File: src/rtl/wb_arb_pkg.sv
// Shared widths, the register-zero index and the types used by the write-port arbiter.
package wb_arb_pkg;

  localparam int WIDTH    = 64;
  localparam int ADDR_W   = 5;
  localparam int ZERO_REG = 31;

  typedef struct packed {
    logic [ADDR_W-1:0] addr;
    logic [WIDTH-1:0]  data;
  } wb_req_t;

  typedef enum logic {
    EMPTY = 1'b0,
    FULL  = 1'b1
  } wb_state_e;

endpackage

File: src/rtl/mux2.sv
// Plain 2:1 data mux; sel=1 picks b_i.
module mux2 #(
  parameter int W = 64
) (
  input  logic [W-1:0] a_i,
  input  logic [W-1:0] b_i,
  input  logic         sel_i,
  output logic [W-1:0] y_o
);

  assign y_o = sel_i ? b_i : a_i;

endmodule

File: src/rtl/wb_port_arbiter.sv
// Round-robin arbiter sharing the register-file write port between the ALU (req0)
// and load (req1) producers, feeding a one-entry write stage that holds under wr_stall.
module wb_port_arbiter
  import wb_arb_pkg::*;
(
  input  logic              clk,
  input  logic              reset_n,
  input  logic              req0_valid,
  input  logic [ADDR_W-1:0] req0_addr,
  input  logic [WIDTH-1:0]  req0_data,
  output logic              req0_ready,
  input  logic              req1_valid,
  input  logic [ADDR_W-1:0] req1_addr,
  input  logic [WIDTH-1:0]  req1_data,
  output logic              req1_ready,
  output logic              mux_sel,
  input  logic              wr_stall,
  output logic              wr_en,
  output logic [ADDR_W-1:0] wr_addr,
  output logic [WIDTH-1:0]  wr_data,
  output logic              busy
);

  // Handshake: a producer transfers in a cycle where its valid and ready are both high;
  // a producer seeing ready=0 keeps valid, addr and data unchanged until it is accepted.

  wb_state_e         state_q;
  wb_req_t           stage_q;
  logic              last_grant_q;

  logic              accept;
  logic              gnt_vld;
  logic              gnt_idx;
  logic [ADDR_W-1:0] mux_addr;
  logic [WIDTH-1:0]  mux_data;

  assign busy   = (state_q == FULL);
  assign accept = !busy || !wr_stall;

  always_comb begin
    gnt_vld = 1'b0;
    gnt_idx = last_grant_q;
    if (accept) begin
      if (req0_valid && req1_valid) begin
        gnt_vld = 1'b1;
        gnt_idx = ~last_grant_q;
      end else if (req0_valid) begin
        gnt_vld = 1'b1;
        gnt_idx = 1'b0;
      end else if (req1_valid) begin
        gnt_vld = 1'b1;
        gnt_idx = 1'b1;
      end
    end
  end

  // With no grant the select parks on the previous winner.
  assign mux_sel    = gnt_idx;
  assign req0_ready = gnt_vld && (gnt_idx == 1'b0);
  assign req1_ready = gnt_vld && (gnt_idx == 1'b1);

  assign mux_addr = mux_sel ? req1_addr : req0_addr;

  mux2 #(.W(WIDTH)) u_data_mux (
    .a_i  (req0_data),
    .b_i  (req1_data),
    .sel_i(mux_sel),
    .y_o  (mux_data)
  );

  always_ff @(posedge clk or negedge reset_n) begin
    if (!reset_n) begin
      state_q      <= EMPTY;
      stage_q      <= '0;
      last_grant_q <= 1'b1;
    end else begin
      case (state_q)
        EMPTY: begin
          if (gnt_vld) begin
            state_q      <= FULL;
            stage_q      <= '{addr: mux_addr, data: mux_data};
            last_grant_q <= gnt_idx;
          end
        end
        FULL: begin
          // Retire and refill at the same edge so back-to-back writes have no bubble.
          if (!wr_stall) begin
            if (gnt_vld) begin
              stage_q      <= '{addr: mux_addr, data: mux_data};
              last_grant_q <= gnt_idx;
            end else begin
              state_q <= EMPTY;
            end
          end
        end
        default: state_q <= EMPTY;
      endcase
    end
  end

  assign wr_addr = stage_q.addr;
  assign wr_data = stage_q.data;
  assign wr_en   = busy && !wr_stall && (stage_q.addr != ADDR_W'(ZERO_REG));

endmodule

File: config.mk
export PLATFORM = sky130hd
export DESIGN_NAME = wb_port_arbiter
export DESIGN_NICKNAME = d
export VERILOG_FILES = /design/src/rtl/wb_arb_pkg.sv /design/src/rtl/mux2.sv /design/src/rtl/wb_port_arbiter.sv
export SDC_FILE = /design/constraint.sdc
export NUM_CORES = 1
export LEC_CHECK = 0
export CAP_MARGIN = 0
export CORE_ASPECT_RATIO = 1.4
export CORE_UTILIZATION = 32
export DETAILED_ROUTE_END_ITERATION = 10
export GPL_TIMING_DRIVEN = 0
export PLACE_DENSITY = 0.85
export SYNTH_ARGS = -nofsm -noshare
export SYNTH_HDL_FRONTEND = slang
export SYNTH_SLANG_ARGS = --single-unit
export TNS_END_PERCENT = 20
File: constraint.sdc
create_clock -name clk -period 1.47 [get_ports clk]
set_input_delay 0.2205 -clock clk [delete_from_list [all_inputs] [get_ports clk]]
set_output_delay 0.2205 -clock clk [all_outputs]
set_load 0.005 [all_outputs]
# --- Word level (Yosys, flattened, before mapping) ---
# Cells that the tools add are included.
totals:
  register_bits: 71
  in_bits: 143
  output_inout_bits: 74
  wordCells: 36
op_classes:
  n_eq_ne: 2
  n_mux: 19
  bitwise: 3
  n_reduce_logical: 8
ops:
  columns: ["operator", "n"]
  rows:
  - ["$mux 69", 2]
  - ["$pmux 69 s2", 1]
  - ["$mux 64", 1]
  - ["$mux 1", 12]
  - ["$logic_and 1x1->1", 5]
  - ["$mux 5", 1]
  - ["$ne 5x5->1 const B", 1]
  - ["$pmux 1 s2", 2]
  - ["$not 1->1", 3]
  - ["$logic_not 1->1", 2]
  - ["$ne 2x2->1 const B", 1]
  - ["$logic_or 1x1->1", 1]

# --- Depth between registers and ports, before layout ---
depth:
  word_depth: 8
  ltp_mapped: 5
  ltp_nobuf: 3

# --- Modules after synthesis ---
# Synthesis repeated with hierarchy kept, for this count alone.
hier_totals:
  hier_cells: 239
  hier_area_um2: 3824.9
modules_own_cells:
  columns: ["module", "n_inst", "cells_per_inst", "area_each_um2", "seq_area_each_um2"]
  rows:
  - ["wb_port_arbiter", 1, 168, 2747.6, 1778.0]
  - ["mux2", 1, 71, 1077.3, 0.0]

# --- Worst setup path after synthesis ---
# OpenSTA, ideal clock, no wires.
synth_timing:
  path_type: "register to register"
  startpoint: "register last_grant_q"
  endpoint: "register stage_q (netlist bit wr_data[30])"
  setup_time_ps: 126
  t_arrival_ps: 1312
  required_ps: 1344
  path_slack_ps: 32
  path_stages_with_launch: 6
  n_path_buf: 2
  period_less_slack_ps: 1438
  cell_sequence: "dfstp_2 nand2_1 and3_1 clkbuf_1 buf_2 a221o_1"
synth_between:
  elab_chain_len: 8
  word_cells_on_any_way: 9
  cone_classes: "mux: 8; bitwise: 1"
synth_rtl:
  columns: ["element", "line", "text"]
  rows:
  - ["start: declaration", "wb_port_arbiter.sv:29", "logic last_grant_q;"]
  - ["start signal: assignment", "wb_port_arbiter.sv:82", "last_grant_q <= gnt_idx;"]
  - ["start signal: assignment", "wb_port_arbiter.sv:90", "last_grant_q <= gnt_idx;"]
  - ["$mux 1", "wb_port_arbiter.sv:50", "end else if (req1_valid) begin"]
  - ["$mux 1", "wb_port_arbiter.sv:47", "end else if (req0_valid) begin"]
  - ["$mux 1", "wb_port_arbiter.sv:44", "if (req0_valid && req1_valid) begin"]
  - ["$mux 1 (*)", "wb_port_arbiter.sv:43", "if (accept) begin"]
  - ["$mux 64 (*)", "mux2.sv:11", "assign y_o = sel_i ? b_i : a_i;"]
  - ["$mux 69 (*)", "wb_port_arbiter.sv:79, wb_port_arbiter.sv:88", null]
  - ["$mux 69", "wb_port_arbiter.sv:87", "if (!wr_stall) begin"]
  - ["$pmux 69 s2 (*)", "wb_port_arbiter.sv:77", "case (state_q)"]
  - ["end signal: assignment", "wb_port_arbiter.sv:81", "stage_q <= '{addr: mux_addr, data: mux_data};"]
  - ["end signal: assignment", "wb_port_arbiter.sv:89", "stage_q <= '{addr: mux_addr, data: mux_data};"]
  - ["end: declaration", "wb_port_arbiter.sv:28", "wb_req_t stage_q;"]
# Mark *: on every way between the ends. The rest lies on a longest branch, timed or not. The select of a mux whose other input is x is not followed.
# A chain may end at the register's enable or synchronous reset.

# --- Worst setup path in the final report ---
layout_timing:
  startpoint: "register last_grant_q"
  endpoint: "output port req0_ready"
layout_between:
  elab_chain_len: 6
  word_cells_on_any_way: 7
  cone_classes: "mux: 4; bitwise: 2; reduce/logical: 1"
layout_rtl:
  columns: ["element", "line", "text"]
  rows:
  - ["$mux 1", "wb_port_arbiter.sv:50", null]
  - ["$mux 1", "wb_port_arbiter.sv:47", null]
  - ["$mux 1", "wb_port_arbiter.sv:44", null]
  - ["$mux 1 (*)", "wb_port_arbiter.sv:43", null]
  - ["$not 1->1 (*)", "wb_port_arbiter.sv:59", "assign req0_ready = gnt_vld && (gnt_idx == 1'b0);"]
  - ["$logic_and 1x1->1 (*)", "wb_port_arbiter.sv:59", null]
  - ["end: declaration", "wb_port_arbiter.sv:11", "output logic req0_ready,"]
# Mark *: on every way between the ends. The rest lies on a longest branch, timed or not.

==> flow_summary_export.csv <==
group,metric,value,unit
run_status,status,"complete, but fails checks",
run_status,violations,"setup timing",
detailed_routing,drt_iter0_drc,78,
worst_setup_path,end_kind,"output port",
global_route,groute.usage.overall,0.2114,
synthesis,synth.distinct_cells,18,
global_route,grt_first_pass_wirelength,16590,µm
worst_setup_path,cp.arrival,1.37,ns
clock_network,clk_latency,0.33,ns
synthesis,synth_seq_area_share,0.5652,
clock_network,hold_buffers,0,
floorplan,start_util,0.3307,
pwr,p_seq_frac,0.368,
detailed_routing,firstDrtPassIters,4,
clock_network,root_buffer,"clkbuf_16",
global_route,gr-total-overflow,0,
placed_design,placedInstanceArea,5470,µm²
synthesis,syn-num-nets,389,
synthesis,synth_compound_area_frac,0.2327,
sta,hold_viol_final,0,
synthesis,synthSimpleGateAreaFrac,0.1508,
sta,setup_viol,73,
sta,finalMaxSlewViolations,0,
clock_network,h-tree-depth,3,
synthesis,synthAdderAreaFrac,0,
layout,nets,625,
floorplan,core-area,9512,µm²
sta,rsz0062_at_grt,"true",
synthesis,synth_top_family_by_area,"compound AO/OA/AOI/OAI gates",
pwr,power,6.777,mW
pwr,p_comb_frac,0.313,
floorplan,die_w,85.79,µm
detailed_routing,drc,0,
global_route,grt_pass1_vias,3334,
layout,drive_gt1_frac,0.1581,
synthesis,synthesis.area,3146,µm²
floorplan,die-area,10240,µm²
sta,max_slew_margin,0.4016,
sta,finalCritPeriodShare,1.083,
clock_network,cts_tree,"done",
floorplan,boundaryPins,217,
clock_network,numClockSinks,71,
worst_setup_path,cp_max_fo,3,
sta,fin_worst_skew,0.008744,ns
pwr,switchingPower,1.674,mW
placed_design,portBuffers,216,
placed_design,dp_hpwl,7675,µm
layout,area_delta_synth_final,91.25,%
synthesis,ys_warn_count,0,
global_route,grt_max_degree,72,
detailed_routing,antenna_left,0,
sta,worst_pin_slew,0.8976,ns
detailed_routing,routed_via_density,5.107,
detailed_routing,wirelength,10930,µm
sta,setup_slack,-0.1227,ns
clock_network,cts_buffers,9,
flow_run,max-cap-violations,0,
layout,diodes,0,
pwr,peakVddDrop,0.5410,mV
synthesis,synth_cells,246,
clock_network,cts_buffer_depth,2,
synthesis,synth_xor_area_frac,0,
synthesis,synth_seq_cells,71,
pwr,pwr-share-clk,0.319,
detailed_routing,wire_per_inst,17.65,µm
global_route,antenna_found_initial,0,
pwr,leakage,2.593,nW
pwr,switching_share,0.2470,
synthesis,synth.avg_cell_area,12.79,µm²
pwr,p_int,5.103,mW
sta,hold_ws,0.002678,ns
pwr,powerDensity,1126,nW/µm²
synthesis,synthMuxAreaShare,0,
detailed_routing,dr_total_vias,3161,
sta,fin_crit,1.593,ns
floorplan,rows,42,
layout,stdcell_area,6016,µm²
placed_design,gp_congestion,0.7830,
clock_network,path_clk_slew,0.06,ns
hold_path,hold_path_class,"in2async",
worst_setup_path,worstPathRequired,1.25,ns
worst_setup_path,start_kind,"register",
sta,fmax,627.9,MHz
floorplan,die_y,119.3,µm
worst_setup_path,path_class,"reg2out",
[logic make-up after synthesis]
| group | after synthesis |
|---|---|
| flops | 71 |
| compound gates | 74 |
| simple gates | 77 |
| buf+inv | 24 |
[critical path, stage by stage, from the launching register on]
cell and delay (ns):
dfstp_2 0.54, nand2b_4 0.11, and3_4 0.21, buf_6 0.11
buf_6 0.08
[final timing paths]
path                                     end  slack (ns)    startpoint  cells after the start
worst max-delay path              req0_ready       -0.12  last_grant_q                      4
worst min register to register    wr_data[5]        0.58    wr_data[5]                      2
worst min-delay path              wr_data[1]       0.003       reset_n                      1
max in group asynchronous        wr_data[55]        0.86       reset_n                      1
worst max register to register   wr_data[37]       -0.09          busy                      6
min in group clk                last_grant_q        0.38    req0_valid                      2
[power groups by stage]
stage          logic (mW)  registers, mW  clock network, mW
4_1_cts              2.04           2.48               2.20
5_1_grt              2.25           2.53               2.30
6_report             2.12           2.49               2.16
3_3_place_gp         1.92           2.50                  0
2_1_floorplan       0.633           2.52                  0
3_5_place_dp         1.96           2.51                  0
[stage by stage]
stage	instances	setup WS, ns	util	setup TNS (ns)
final	619	-0.1227	0.6325	-3.536
after global routing	619	-0.1754	0.6325	-7.212
after global placement	594	-2.163	0.5754	-188.53
after floorplan	246	0.03211	-	0
after detailed placement	594	-0.9576	0.5751	-37.37
after CTS	617	-0.1638	0.6184	-6.646
[synth_stat cells]
cell type,instances,area share
a221o_1,69,0.22
dfrtp_1,70,0.56
and3_1,3,0.0060
clkbuf_2,1,0.0016
a31oi_1,2,0.0040
a311oi_1,1,0.0028
and2_1,69,0.14
buf_2,8,0.013
a21oi_1,1,0.0016
nor2_1,1,0.0012
nand2_2,1,0.0020
nand2b_1,1,0.0020
dfstp_2,1,0.0084
nand2_1,2,0.0024
o2bb2ai_2,1,0.0048
clkbuf_1,6,0.0072
inv_1,1,0.0012
buf_6,8,0.029
[cell usage in the layout, fill, tap and decap left out]
cell             netlist  final
a311oi_1               1      1
inv_1                  1      1
nand2_1                2      2
buf_8                  0      2
clkinvlp_4             0      2
nand2b_4               0      1
clkbuf_16              0     10
clkinv_2               0      3
clkbuf_2               1      4
and2_4                 0     17
nand2_2                1      1
buf_2                  8      3
a31oi_1                2      2
o2bb2ai_4              0      1
buf_4                  0      6
clkdlybuf4s50_1        0    203
and3_4                 0      2
nor2_1                 1      1
a221o_1               69     69
dlygate4sd2_1          0      3
dlymetal6s2s_1         0      4
dfrtp_1               70     70
buf_6                  8     22
and3_1                 3      1
a21oi_1                1      1
clkbuf_8               0      1
dfstp_2                1      1
bufinv_16              0      1
and2_1                69     52
[layer usage]
layer,vias to the layer above,share of wire,global-route usage
li1,1419,-,-
met1,1567,0.38,0.2398
met2,149,0.54,0.3760
met3,26,0.054,0.04297
met4,0,0.027,0.09688
met5,-,0,0
[flip-flops by register name (all words and copies together) (netlist names)]
name          cells
last_grant_q      1
wr_data          64
wr_addr           5
busy              1
[cell type report]
| class | instances | area [µm²] |
|---|---|---|
| fill | 735 | 3496 |
| timing repair buffer | 227 | 2282 |
| sequential | 71 | 1778 |
| multi-input combinational | 151 | 1279 |
| clock buffer | 10 | 239.0 |
| buffer | 21 | 209.0 |
| tap | 132 | 165.2 |
| clock inverter | 6 | 60.06 |
| inverter | 1 | 3.754 |
[what timing repair did]
| item | in CTS | in global routing |
|---|---|---|
| resized for setup | 43 | 41 |
| buffers inserted | 8 | 1 |
| pin swaps | 6 | 17 |
| cloned | 0 | 2 |
| setup endpoints to repair | 74 | 77 |
(Power assumes the default switching activity.)
